`src/rtl/reg_file_2r1w_if.sv`:
```
// Operand/result bus of the two-read/one-write register file.
// The master drives addresses, write data and enables; the slave returns registered read data.
interface reg_file_2r1w_if #(
  parameter int unsigned WIDTH = 16,
  parameter int unsigned AW    = 4
);
  logic [AW-1:0]    Aaddr;
  logic [AW-1:0]    Baddr;
  logic [AW-1:0]    Caddr;
  logic [WIDTH-1:0] C;
  logic             Load;
  logic             RdEn;
  logic [WIDTH-1:0] A;
  logic [WIDTH-1:0] B;
  logic             Avalid;
  logic             Bvalid;

  modport master (
    output Aaddr, Baddr, Caddr, C, Load, RdEn,
    input  A, B, Avalid, Bvalid
  );

  modport slave (
    input  Aaddr, Baddr, Caddr, C, Load, RdEn,
    output A, B, Avalid, Bvalid
  );
endinterface

```
`src/rtl/reg_file_2r1w.sv`:
```
// Two-read/one-write register file with per-entry written flags, optional write-to-read
// bypass and optional hardwired-zero entry 0. Read ports are registered (one-cycle latency).
module reg_file_2r1w #(
  parameter int unsigned WIDTH    = 16,
  parameter int unsigned DEPTH    = 16,
  parameter int unsigned AW       = $clog2(DEPTH),
  parameter bit          BYPASS   = 1'b0,
  parameter bit          ZERO_REG = 1'b0
) (
  input logic               Clk,
  input logic               Clear,
  reg_file_2r1w_if.slave    bus
);

  logic [WIDTH-1:0] mem_q [DEPTH];
  logic [WIDTH-1:0] mem_d [DEPTH];
  logic [DEPTH-1:0] flag_q, flag_d;
  logic [WIDTH-1:0] a_q, a_d, b_q, b_d;
  logic             av_q, av_d, bv_q, bv_d;
  logic             wr_en;

  // A write to entry 0 is dropped entirely when it is hardwired to zero.
  assign wr_en = bus.Load && !(ZERO_REG && (bus.Caddr == '0));

  always_comb begin
    mem_d  = mem_q;
    flag_d = flag_q;
    if (wr_en) begin
      mem_d[bus.Caddr]  = bus.C;
      flag_d[bus.Caddr] = 1'b1;
    end
  end

  always_comb begin
    a_d  = a_q;
    av_d = av_q;
    b_d  = b_q;
    bv_d = bv_q;
    if (bus.RdEn) begin
      if (ZERO_REG && (bus.Aaddr == '0)) begin
        a_d  = '0;
        av_d = 1'b1;
      end else if (BYPASS && wr_en && (bus.Aaddr == bus.Caddr)) begin
        a_d  = bus.C;
        av_d = 1'b1;
      end else begin
        a_d  = mem_q[bus.Aaddr];
        av_d = flag_q[bus.Aaddr];
      end

      if (ZERO_REG && (bus.Baddr == '0)) begin
        b_d  = '0;
        bv_d = 1'b1;
      end else if (BYPASS && wr_en && (bus.Baddr == bus.Caddr)) begin
        b_d  = bus.C;
        bv_d = 1'b1;
      end else begin
        b_d  = mem_q[bus.Baddr];
        bv_d = flag_q[bus.Baddr];
      end
    end
  end

  always_ff @(posedge Clk) begin
    if (!Clear) begin
      mem_q  <= '{default: '0};
      flag_q <= '0;
      a_q    <= '0;
      b_q    <= '0;
      av_q   <= 1'b0;
      bv_q   <= 1'b0;
    end else begin
      mem_q  <= mem_d;
      flag_q <= flag_d;
      a_q    <= a_d;
      b_q    <= b_d;
      av_q   <= av_d;
      bv_q   <= bv_d;
    end
  end

  assign bus.A      = a_q;
  assign bus.B      = b_q;
  assign bus.Avalid = av_q;
  assign bus.Bvalid = bv_q;

endmodule

```
`src/flat_wrapper.sv`:
```
// flat-port wrapper written by rule: the top's interface ports become plain ports
module reg_file_2r1w_flat 
#(
  parameter int unsigned WIDTH    = 16,
  parameter int unsigned DEPTH    = 16,
  parameter int unsigned AW       = $clog2(DEPTH),
  parameter bit          BYPASS   = 1'b0,
  parameter bit          ZERO_REG = 1'b0
)
  (Clk, Clear, bus_Aaddr, bus_Baddr, bus_Caddr, bus_C, bus_Load, bus_RdEn, bus_A, bus_B, bus_Avalid, bus_Bvalid);
  reg_file_2r1w_if #(.WIDTH(WIDTH), .AW(AW)) bus_i ();
  input logic Clk;
  input logic Clear;
  input wire logic [$bits(bus_i.Aaddr)-1:0] bus_Aaddr;
  input wire logic [$bits(bus_i.Baddr)-1:0] bus_Baddr;
  input wire logic [$bits(bus_i.Caddr)-1:0] bus_Caddr;
  input wire logic [$bits(bus_i.C)-1:0] bus_C;
  input wire logic [$bits(bus_i.Load)-1:0] bus_Load;
  input wire logic [$bits(bus_i.RdEn)-1:0] bus_RdEn;
  output wire logic [$bits(bus_i.A)-1:0] bus_A;
  output wire logic [$bits(bus_i.B)-1:0] bus_B;
  output wire logic [$bits(bus_i.Avalid)-1:0] bus_Avalid;
  output wire logic [$bits(bus_i.Bvalid)-1:0] bus_Bvalid;
  assign bus_i.Aaddr = bus_Aaddr;
  assign bus_i.Baddr = bus_Baddr;
  assign bus_i.Caddr = bus_Caddr;
  assign bus_i.C = bus_C;
  assign bus_i.Load = bus_Load;
  assign bus_i.RdEn = bus_RdEn;
  assign bus_A = bus_i.A;
  assign bus_B = bus_i.B;
  assign bus_Avalid = bus_i.Avalid;
  assign bus_Bvalid = bus_i.Bvalid;
  reg_file_2r1w #(.WIDTH(WIDTH), .DEPTH(DEPTH), .AW(AW), .BYPASS(BYPASS), .ZERO_REG(ZERO_REG)) u_core (.Clk(Clk), .Clear(Clear), .bus(bus_i));
endmodule
```
`config.mk`:
```
export PLATFORM = sky130hd
export DESIGN_NAME = reg_file_2r1w_flat
export DESIGN_NICKNAME = d
export VERILOG_FILES = /design/src/rtl/reg_file_2r1w_if.sv /design/src/rtl/reg_file_2r1w.sv /design/src/flat_wrapper.sv
export SDC_FILE = /design/constraint.sdc
export NUM_CORES = 1
export LEC_CHECK = 0
export BUFFER_PORTS_ARGS = -buffer_cell sky130_fd_sc_hd__buf_2
export CORE_MARGIN = 2
export CORE_UTILIZATION = 62
export CTS_CLUSTER_DIAMETER = 30
export DETAILED_ROUTE_END_ITERATION = 16
export MAX_ROUTING_LAYER = met4
export PLACE_DENSITY = 0.87
export SLEW_MARGIN = 20
export SYNTH_ARGS = -nofsm -noshare
export SYNTH_HDL_FRONTEND = slang
export SYNTH_SLANG_ARGS = --single-unit
```
`constraint.sdc`:
```
create_clock -name Clk -period 3.2 [get_ports Clk]
set_input_delay 0.16 -clock Clk [delete_from_list [all_inputs] [get_ports Clk]]
set_output_delay 0.16 -clock Clk [all_outputs]
set_load 0.05 [all_outputs]
```
==> impl_metrics.yaml <==
timing:
  fin_ws_ns: 1.42
  max_freq_mhz: 562
  hold_viol_final: 0
  clock_skew_ns: 0.0153
  fin_tns_setup_ns: 0
  period_needed_ns: 1.78
  setup_viol: 0
  slew_headroom: 0.140
  fin_crit_sh: 0.557
  worst_pin_slew_ns: 1.29
  holdWs_ns: 0.00625
  rsz0062_at_grt: "false"
  slew_violations: 0
global_route:
  grt_pass1_wl_mm: 79.1
  globalRouteOverflowTotal: 0
  grt_max_degree: 166
  grt_pass1_vias: 14200
  track_usage: 0.393
  antenna_found_initial: 1
setup_path:
  arrival_ns: 2.23
  cp-end-kind: "flip-flop"
  reg2reg_slack_ns: 2.04
  crit_path_start_kind: "primary input"
  required_ns: 3.65
  ff2ff_path_depth: 4
  cp_max_fo: 10
  r2r-start: "u_core.mem_q[11]"
  timing.rr.end: "u_core.bus.B[11]"
  path_class: "primary input to flip-flop"
final_layout:
  final_area_mm2: 0.0182
  drive_above_1_share: 0.127
  final_nets: 1787
  syn_to_final_growth_pct: 14.7
  fillers: 1669
logic_synthesis:
  synth_area_mm2: 0.0158
  ys.flop_type: "dfxtp_1"
  yosysMostFrequentCell: "mux2i_1"
  ys_seq_area_frac: 0.387
  synth.top_cell.area_share: 0.387
  synthDistinctLibCells: 35
  synth_common_cells: "mux2i_1, nand2_1, dfxtp_1"
  synth_nets: 1780
  syn_area_per_cell_um2: 9.05
  synth_async_sr_flop_share: 0
  yosysWarnings: 0
  synth.area.top_cells: "dfxtp_1, mux2i_1, nand2_1"
  synth_cells: 1748
  synth.largest_area_cell: "dfxtp_1"
  ys_seq_elements: 306
  synth-edff-count: 0
routing:
  wl_mm: 51.8
  ant_nets: 0
  via_per_inst: 6.73
  drc: 0
  drtIter0Drc: 1938
  drt_pass1_iterations: 6
  vias: 14300
  wl_per_cell_um: 24.3
power_and_ir_drop:
  power.internal_mw: 8.05
  switching_share: 0.260
  p_sw_mw: 2.83
  power.leakage_nw: 6.91
  clkPwrFrac: 0.549
  p_total_mw: 10.9
  sequentialPowerShare: 0.363
  p_per_area_mw_per_mm2: 599
  comb_power_share: 0.088
  vdd.ir_drop.worst_v: 0.000430
cts:
  clkSinkCount: 306
  post_cts_resized: 0
  clk_pin_slew_ns: 0.06
  cts_tree: "done"
  cts_made_buffers: 54
  htree_num_levels: 2
  clock_path_buffers: 3
  clockRootBuffer: "clkbuf_16"
  clock_latency_ns: 0.57
outcome:
  status: "finished, final reports clean"
placed_design:
  dpl.hpwl_mm: 28.6
  gp_congestion: 0.880
  placed_area_mm2: 0.0162
  dpl_worst_slack_ns: 1.00
  portBuffers: 65
floorplanning:
  die_x_um: 164
  core_mm2: 0.0251
  die-area_mm2: 0.0268
  dieHeight_um: 164
  initial_core_util: 0.630
  num_rows: 58
  io_pins: 66
min_path:
  hold_depth: 3
  min_to: "u_core.mem_q[117]"
  worstHoldStart: "bus_C[5]"
  hold_path_class: "primary input to flip-flop"
job:
  maxCapViolCount: 0
per-stage QoR:
stage,std cells,util
6_report,2128,0.723
5_1_grt,2128,0.723
4_1_cts,2126,0.723
3_5_place_dp,2027,0.647
3_3_place_gp,2027,0.647
2_1_floorplan,1748,-
layout by cell type, fill, tap and decap left out, types with 6 or more instances in the layout:
| cell | n |
|---|---|
| buf_2 | 62 |
| a21boi_1 | 69 |
| nor2b_1 | 130 |
| inv_8 | 6 |
| nand2_1 | 326 |
| a22oi_1 | 102 |
| nor3_4 | 7 |
| buf_4 | 37 |
| a21oi_1 | 34 |
| dfxtp_1 | 306 |
| clkbuf_16 | 55 |
| inv_6 | 10 |
| a21boi_0 | 59 |
| o21a_1 | 16 |
| bufinv_16 | 6 |
| clkbuf_8 | 7 |
| nand3_1 | 107 |
| mux2i_1 | 400 |
what timing repair did:
item,4_1_cts,5_1_grt
buffers inserted,0,0
hold endpoints to repair,2,0
hold buffers,1,0
logic make-up after synthesis:
group	count (synthesis)	synth area share
and+or+nand+nor	602	0.181
AOI/OAI and AO/OA	280	0.127
buffers and inverters	160	0.0513
muxes	400	0.253
DFF	306	0.387
area by class of cell:
cell class,instances,area (µm²),area share
multi-input cells,1282,8980,0.494
flip-flops and latches,306,6130,0.337
well taps,330,413,0.0227
repair buffers,109,747,0.0411
inverters,2,7.51,0.000413
clock inverters,31,397,0.0218
diodes,1,2.50,0.000138
clock buffers,67,1490,0.0821
power groups by stage:
stage               logic [mW]  registers [mW]  clock network [mW]
global route             0.991            3.95                6.14
finish                   0.962            3.95                5.97
floorplan                0.562            4.10                   0
global placement         0.900            4.02                   0
CTS                      0.929            3.95                5.95
detailed placement       0.914            4.02                   0
critical path, stage by stage:
cell and delay, ns:
buf_2 0.13, nand2b_1 0.50, nor3_4 0.76, buf_4 0.33
mux2i_1 0.26, nor2b_1 0.09
sequential cells by signal, summed over array words and instances, names as in the netlist:
name / cells
u_core.mem_q: 256
u_core.bus.A: 16
u_core.bus.B: 16
u_core.flag_q: 16
u_core.bus.Avalid: 1
u_core.bus.Bvalid: 1
layer usage:
metal	global-route usage	part of all wire
met4	0.290	0.082
met3	0.0859	0.11
met1	0.461	0.36
met2	0.595	0.45
met5	-	0
how the worst max path moves through the flow:
stage / start / endpoint / slack [ns] / cells after the start
after CTS: bus_Caddr[1] / u_core.mem_q[40] / 1.48 / 6
after detailed placement: bus_Caddr[1] / u_core.mem_q[42] / 1.00 / 6
final: bus_Caddr[1] / u_core.mem_q[40] / 1.42 / 6
after floorplan: bus_Caddr[2] / u_core.mem_q[117] / 1.89 / 7
after global routing: bus_Caddr[1] / u_core.mem_q[40] / 1.35 / 6
after global placement: bus_Caddr[1] / u_core.mem_q[107] / 1.06 / 6
Note: power is estimated with default switching activity, not from simulation.
